## config.mk

```make
export PLATFORM = sky130hd
export DESIGN_NAME = bram_stream_reader_flat
export DESIGN_NICKNAME = d
export VERILOG_FILES = /design/src/rtl/bram_stream_reader_if.sv /design/src/rtl/bram_stream_reader.sv /design/src/flat_wrapper.sv
export SDC_FILE = /design/constraint.sdc
export NUM_CORES = 1
export LEC_CHECK = 0
export ABC_CLOCK_PERIOD_IN_PS = 3050
export CORE_MARGIN = 4
export CORE_UTILIZATION = 45
export CTS_CLUSTER_DIAMETER = 150
export CTS_CLUSTER_SIZE = 30
export DETAILED_ROUTE_END_ITERATION = 10
export GPL_TIMING_DRIVEN = 0
export PLACE_DENSITY = 0.71
export SLEW_MARGIN = 10
export SYNTH_ARGS = -nofsm -noshare
export SYNTH_HDL_FRONTEND = slang
export SYNTH_SLANG_ARGS = --single-unit
```

## constraint.sdc

```tcl
create_clock -name clk -period 3.05 [get_ports clk]
set_clock_uncertainty 0.1 [all_clocks]
set_input_delay 0.4575 -clock clk [delete_from_list [all_inputs] [get_ports clk]]
set_output_delay 0.4575 -clock clk [all_outputs]
set_load 0.01 [all_outputs]
```

## src/rtl/bram_stream_reader_if.sv

```systemverilog
// bram_stream_reader_if: command, RAM read port and output stream
// bundle shared by the BRAM streaming reader and its environment.
interface bram_stream_reader_if #(
   parameter int DATAW = 32,
   parameter int ADDRW = 9
);
   logic             cmd_valid;
   logic             cmd_ready;
   logic [ADDRW-1:0] cmd_base;
   logic [ADDRW:0]   cmd_len;
   logic [ADDRW-1:0] bram_rdaddress;
   logic             bram_rden;
   logic [DATAW-1:0] bram_q;
   logic             o_valid;
   logic             o_ready;
   logic [DATAW-1:0] o_data;
   logic             o_last;
   logic             busy;

   modport master (
      input  cmd_valid, cmd_base, cmd_len, bram_q, o_ready,
      output cmd_ready, bram_rdaddress, bram_rden,
      output o_valid, o_data, o_last, busy
   );

   modport slave (
      output cmd_valid, cmd_base, cmd_len, bram_q, o_ready,
      input  cmd_ready, bram_rdaddress, bram_rden,
      input  o_valid, o_data, o_last, busy
   );
endinterface

```

## src/rtl/bram_stream_reader.sv

```systemverilog
// bram_stream_reader: burst read engine for a fixed-latency BRAM port,
// re-aligning returned words into a credit-managed show-ahead FIFO.
module bram_stream_reader #(
   parameter int DATAW      = 32,
   parameter int DEPTH      = 512,
   parameter int ADDRW      = $clog2(DEPTH),
   parameter int RD_LATENCY = 2,
   parameter int FIFO_DEPTH = 4
) (
   input logic                  clk,
   input logic                  rst_n,
   bram_stream_reader_if.master bus
);
   localparam int PW = $clog2(FIFO_DEPTH);
   localparam int CW = PW + 2;
   localparam logic [ADDRW-1:0] A_LAST  = ADDRW'(DEPTH - 1);
   localparam logic [ADDRW:0]   LEN_MAX = (ADDRW+1)'(DEPTH);
   localparam logic [ADDRW:0]   LEN_ONE = (ADDRW+1)'(1);
   localparam logic [CW-1:0]    F_FULL  = CW'(FIFO_DEPTH);

   typedef enum logic [1:0] {
      IDLE,
      ISSUE,
      DRAIN
   } state_e;

   state_e                state_q, state_d;
   logic [ADDRW-1:0]      addr_q, addr_d;
   logic [ADDRW:0]        rem_q, rem_d;
   logic [RD_LATENCY-1:0] pv_q, pv_d;
   logic [RD_LATENCY-1:0] pl_q, pl_d;
   logic [DATAW-1:0]      mem_q [FIFO_DEPTH];
   logic [FIFO_DEPTH-1:0] ml_q;
   logic [PW-1:0]         wp_q, rp_q;
   logic [CW-1:0]         cnt_q, cnt_d;
   logic [CW-1:0]         outst;
   logic                  credit;
   logic                  issue;
   logic                  tag_last;
   logic                  accept;
   logic                  fifo_wr;
   logic                  fifo_pop;
   logic                  fifo_full;
   logic                  fifo_empty;
   logic                  pipe_empty;

   // Credit counts reads in flight plus words parked in the FIFO,
   // so a read is only issued when its word is guaranteed a slot.
   assign outst      = CW'($countones(pv_q));
   assign credit     = (outst + cnt_q) < F_FULL;
   assign pipe_empty = (pv_q == '0);
   assign fifo_empty = (cnt_q == '0);
   assign fifo_full  = (cnt_q == F_FULL);
   assign fifo_wr    = pv_q[RD_LATENCY-1];
   assign fifo_pop   = bus.o_valid && bus.o_ready;
   assign cnt_d      = cnt_q + CW'(fifo_wr) - CW'(fifo_pop);
   assign accept     = bus.cmd_valid && bus.cmd_ready;

   assign bus.cmd_ready      = rst_n && (state_q == IDLE);
   assign bus.bram_rden      = rst_n && issue;
   assign bus.bram_rdaddress = rst_n ? addr_q : '0;
   assign bus.o_valid        = rst_n && !fifo_empty;
   assign bus.o_data         = (rst_n && !fifo_empty) ? mem_q[rp_q] : '0;
   assign bus.o_last         = rst_n && !fifo_empty && ml_q[rp_q];
   assign bus.busy           = rst_n && ((state_q != IDLE) ||
                                         !pipe_empty || !fifo_empty);

   // Next-state decode: command accept, read issue and drain exit
   always_comb begin
      state_d  = state_q;
      addr_d   = addr_q;
      rem_d    = rem_q;
      issue    = 1'b0;
      tag_last = 1'b0;
      unique case (state_q)
         IDLE: begin
            if (bus.cmd_valid && bus.cmd_len != '0) begin
               addr_d  = bus.cmd_base;
               rem_d   = bus.cmd_len;
               state_d = ISSUE;
            end
         end
         ISSUE: begin
            if (credit) begin
               issue  = 1'b1;
               addr_d = (addr_q == A_LAST) ? '0 : addr_q + 1'b1;
               rem_d  = rem_q - 1'b1;
               if (rem_q == LEN_ONE) begin
                  tag_last = 1'b1;
                  state_d  = DRAIN;
               end
            end
         end
         DRAIN: begin
            if (pipe_empty && fifo_empty) begin
               state_d = IDLE;
            end
         end
         default: state_d = IDLE;
      endcase
   end

   // Latency pipe shifts {valid, last} one stage per cycle
   always_comb begin
      pv_d    = '0;
      pl_d    = '0;
      pv_d[0] = issue;
      pl_d[0] = tag_last;
      for (int i = 1; i < RD_LATENCY; i++) begin
         pv_d[i] = pv_q[i-1];
         pl_d[i] = pl_q[i-1];
      end
   end

   // Control state, read address and remaining word count
   always_ff @(posedge clk) begin
      if (!rst_n) begin
         state_q <= IDLE;
         addr_q  <= '0;
         rem_q   <= '0;
      end else begin
         state_q <= state_d;
         addr_q  <= addr_d;
         rem_q   <= rem_d;
      end
   end

   // Latency pipe and FIFO pointers; reset drops all in-flight words
   always_ff @(posedge clk) begin
      if (!rst_n) begin
         pv_q  <= '0;
         pl_q  <= '0;
         wp_q  <= '0;
         rp_q  <= '0;
         cnt_q <= '0;
      end else begin
         pv_q  <= pv_d;
         pl_q  <= pl_d;
         cnt_q <= cnt_d;
         if (fifo_wr) begin
            wp_q <= wp_q + 1'b1;
         end
         if (fifo_pop) begin
            rp_q <= rp_q + 1'b1;
         end
      end
   end

   // FIFO storage captures RAM data as the pipe slot exits
   always_ff @(posedge clk) begin
      if (fifo_wr) begin
         mem_q[wp_q] <= bus.bram_q;
         ml_q[wp_q]  <= pl_q[RD_LATENCY-1];
      end
   end

   a_no_overflow: assert property (@(posedge clk) disable iff (!rst_n)
      !(fifo_wr && fifo_full && !fifo_pop))
      else $error("write into full FIFO without pop");

   a_len_range: assert property (@(posedge clk) disable iff (!rst_n)
      accept |-> (bus.cmd_len <= LEN_MAX))
      else $error("cmd_len exceeds DEPTH");
endmodule

```

## src/flat_wrapper.sv

```systemverilog
// flat-port wrapper written by rule: the top's interface ports become plain ports
module bram_stream_reader_flat 
#(
   parameter int DATAW      = 32,
   parameter int DEPTH      = 512,
   parameter int ADDRW      = $clog2(DEPTH),
   parameter int RD_LATENCY = 2,
   parameter int FIFO_DEPTH = 4
)
  (clk, rst_n, bus_cmd_valid, bus_cmd_base, bus_cmd_len, bus_bram_q, bus_o_ready, bus_cmd_ready, bus_bram_rdaddress, bus_bram_rden, bus_o_valid, bus_o_data, bus_o_last, bus_busy);
  bram_stream_reader_if #(.DATAW(DATAW), .ADDRW(ADDRW)) bus_i ();
  input logic clk;
  input logic rst_n;
  input wire logic [$bits(bus_i.cmd_valid)-1:0] bus_cmd_valid;
  input wire logic [$bits(bus_i.cmd_base)-1:0] bus_cmd_base;
  input wire logic [$bits(bus_i.cmd_len)-1:0] bus_cmd_len;
  input wire logic [$bits(bus_i.bram_q)-1:0] bus_bram_q;
  input wire logic [$bits(bus_i.o_ready)-1:0] bus_o_ready;
  output wire logic [$bits(bus_i.cmd_ready)-1:0] bus_cmd_ready;
  output wire logic [$bits(bus_i.bram_rdaddress)-1:0] bus_bram_rdaddress;
  output wire logic [$bits(bus_i.bram_rden)-1:0] bus_bram_rden;
  output wire logic [$bits(bus_i.o_valid)-1:0] bus_o_valid;
  output wire logic [$bits(bus_i.o_data)-1:0] bus_o_data;
  output wire logic [$bits(bus_i.o_last)-1:0] bus_o_last;
  output wire logic [$bits(bus_i.busy)-1:0] bus_busy;
  assign bus_i.cmd_valid = bus_cmd_valid;
  assign bus_i.cmd_base = bus_cmd_base;
  assign bus_i.cmd_len = bus_cmd_len;
  assign bus_i.bram_q = bus_bram_q;
  assign bus_i.o_ready = bus_o_ready;
  assign bus_cmd_ready = bus_i.cmd_ready;
  assign bus_bram_rdaddress = bus_i.bram_rdaddress;
  assign bus_bram_rden = bus_i.bram_rden;
  assign bus_o_valid = bus_i.o_valid;
  assign bus_o_data = bus_i.o_data;
  assign bus_o_last = bus_i.o_last;
  assign bus_busy = bus_i.busy;
  bram_stream_reader #(.DATAW(DATAW), .DEPTH(DEPTH), .ADDRW(ADDRW), .RD_LATENCY(RD_LATENCY), .FIFO_DEPTH(FIFO_DEPTH)) u_core (.clk(clk), .rst_n(rst_n), .bus(bus_i));
endmodule
```

==> out/results.txt <==
status - completed
number of H-tree levels - 4
Final Cell Area - 9060 um2
Main synth FF type - edfxtp_1
clock sink count - 167
worst slew pin tran - 0.990 ns
startpoint types - register
Worst EP required - 2.49 ns
Antenna Cells - 0
Worst slew margin - 34.0%
IO Pins - 101
Critical R2R Launch - u_core.pv_q[1]$_SDFF_PN0_
RR Endpoint - u_core.rem_q[9]$_SDFFE_PN0P_
crit path time final - 2.94 ns
routability cong. - 0.928
Netlist cell types - 52
Power per Cell Area - 669 nW/um2
number of antenna violations at the first check in global routing - 2
drt via density - 5.41
fin nets - 652
pin count of the biggest net entering global routing - 22
GRT Util Overall - 17.4%
1st-pass router iterations - 5
RSZ-0062 raised after global routing - no
drt wl/cell - 18.6 um
Hold Path End - u_core.pl_q[1]$_SDFF_PN0_
worst-path fanout max - 8
clk buf depth - 2
post-synthesis area per instance - 15.4 um2
R2R Setup Slk - 0.28 ns
layout cells sized above 1 - 16.7%
Site Rows - 45
post-DP HPWL - 10.1 mm
Gate Count Post-Synth - 457
first-pass GRT wire length - 24.2 mm
Post-DRT Antenna Nets - 0
LEAKAGE - 3.11 nW
GRT met2 Usage - 27.8%
Worst R2R Path Depth - 8
flops & latches, synth - 167
most crowded layer after global routing - met2
CP Data Arrival Time - 2.38 ns
Post-synth EDFFs - 132
synthesized cell area - 7060 um2
Hold Slack - 0.337 ns
Seq/Total Area, Yosys - 66.1%
Hold Path Stages - 1
Setup Viol. Count Final - 0
Core ar. - 15300 um2
GRT overflow - 0
CTS Root Buffer Type - clkbuf_16
Clock Latency Late Sink - 0.42 ns
Peak VDD IR - 424 uV
Net Count, Synth - 529
hold_sp - u_core.pl_q[0]$_SDFF_PN0_
Synth warnings - 0
met1 usage - 23.4%
max-cap violation count - 0
die height - 133 um
die width - 133 um
Final period util - 96.3%
Worst-path clk slew - 0.06 ns
Layout area overhead - 28.3%
crit end category - output pin
setup total negative slack - 0 ns
FMAX - 0.340 GHz
via count - 4348
WS Path Type - register to output pin
Die Footprint - 17800 um2
Final Hold Fails - 0
Post-synth ARST share - 0%
Buffers on Ports - 100
vias in the first global route - 4513
Hold/Removal Path Class - register to register
met3 GRT Util - 4.98%
DR DRC count - 0
clock buffer count from CTS - 17
Placed Instance Area - 8430 um2
starting density of the core - 46.1%
Max Slew Vio Count - 0
TritonCTS clock tree - built
final WL - 15.0 mm
1st-iter DRT viols - 272
-- cells in the final DEF (no fill, tap or decap), drive strengths merged, types with 3 or more instances in the layout --
cell type	n
a211oi	7
a21oi	10
a22o	3
a31oi	4
and2	50
buf	11
clkbuf	32
clkdlybuf4s50	98
clkinv	8
dfxtp	35
edfxtp	132
ha	16
inv	21
mux4	33
nand2	21
nand2b	3
nand3	9
nand4	3
nor2	31
nor3	4
o21ai	4
o31ai	3
or4	4
xnor2	8
xor2	4
-- per-stage QoR --
| step | total power, W | util (%) | std cells | setup WS, ns |
|---|---|---|---|---|
| 2_1_floorplan | 0.00346 | - | 457 | 0.677 |
| 3_3_place_gp | 0.00399 | 54.4 | 768 | -0.749 |
| 3_5_place_dp | 0.00403 | 55.0 | 772 | -0.782 |
| 4_1_cts | 0.00611 | 59.0 | 804 | 0.00165 |
| 5_1_grt | 0.00635 | 59.2 | 804 | 0.00965 |
| 6_report | 0.00606 | 59.2 | 804 | 0.113 |
-- flip-flops by register name, indices dropped and copies added, names as in the netlist, named ones only --
name,count
u_core.wp_q,2
u_core.state_q,2
u_core.pv_q,2
u_core.pl_q,2
u_core.rp_q,2
u_core.ml_q,4
u_core.cnt_q,4
u_core.rem_q,10
u_core.mem_q,128
u_core.addr_q,9
-- how the worst max path moves through the flow --
stage | startpoint | to | slack, ns | cells past startpoint
2_1_floorplan | u_core.cnt_q[2]$_SDFF_PN0_ | u_core.cnt_q[2]$_SDFF_PN0_ | 0.68 | 12
3_3_place_gp | rst_n | bus_o_data[4] | -0.75 | 6
3_5_place_dp | rst_n | bus_o_data[7] | -0.78 | 6
4_1_cts | register | bus_o_data[26] | 0.002 | 4
5_1_grt | u_core.cnt_q[2]$_SDFF_PN0_ | bus_o_data[7] | 0.01 | 7
6_report | u_core.pv_q[1]$_SDFF_PN0_ | bus_bram_rden | 0.11 | 6
-- where the power goes --
| group | switching (W) | leakage, nW | internal, W |
|---|---|---|---|
| sequential | 0.000107 | 1.47 | 0.00256 |
| combinational | 0.000627 | 1.35 | 0.000743 |
| clock | 0.000873 | 0.284 | 0.00116 |
| total | 0.00161 | 3.11 | 0.00446 |
-- synth_stat cells, types with 3 or more instances --
library cell | n | share of area, %
nand2b_1 | 3 | 0.27
nor2_1 | 31 | 1.6
o21ai_0 | 4 | 0.28
xnor2_1 | 8 | 0.99
and2_1 | 50 | 4.4
dfxtp_1 | 35 | 9.9
nand2_1 | 21 | 1.1
clkbuf_1 | 14 | 0.74
edfxtp_1 | 132 | 56
nand3_1 | 9 | 0.64
ha_1 | 16 | 2.8
nand4_1 | 3 | 0.27
a21oi_1 | 10 | 0.71
a211oi_1 | 7 | 0.74
nor3_1 | 4 | 0.28
xor2_1 | 4 | 0.50
mux4_2 | 33 | 11
buf_6 | 3 | 0.48
a31oi_1 | 4 | 0.35
inv_1 | 15 | 0.80
o31ai_1 | 3 | 0.32
a22o_1 | 3 | 0.37
or4_1 | 3 | 0.32
buf_2 | 3 | 0.21
-- cell families after synthesis --
logic type                 count (synthesis)  synth area share (%)
buffers and inverters                     37                  2.34
DFF                                      167                  66.1
xor gates and xnor gates                  12                  1.49
AOI/OAI and AO/OA                         49                  5.33
muxes                                     37                  11.1
adders and majority gates                 17                  3.12
and+or+nand+nor                          138                  10.5
-- layer usage --
| layer | up-vias | wire length, um |
|---|---|---|
| met5 | - | 27 |
| met1 | 2171 | 6680 |
| li1 | 1995 | - |
| met3 | 14 | 885 |
| met2 | 164 | 7260 |
| met4 | 4 | 134 |
-- critical path: stages, from the launching register on --
cell,delay [ns]
dfxtp_2,0.36
ha_1,0.19
ha_1,0.31
a31oi_4,0.22
mux2_2,0.37
and3_1,0.20
dlygate4sd2_1,0.30
-- area by class of cell --
type                    instances  area (um2)
repair buffers                105        1100
clock inverters                13         119
well taps                     211         264
inverters                      17        68.8
clock buffers                  19         443
plain buffers                  19         134
multi-input cells             253        2260
flip-flops and latches        167        4670
fillers                      1196        6260
-- repair_timing --
action | CTS | global route
hold buffers | 0 | 0
resized for setup | 22 | 8
setup endpoints to repair | 40 | 19
pin swaps | 1 | 1
buffers inserted | 1 | 0
Power figures use the tool's default switching activity.
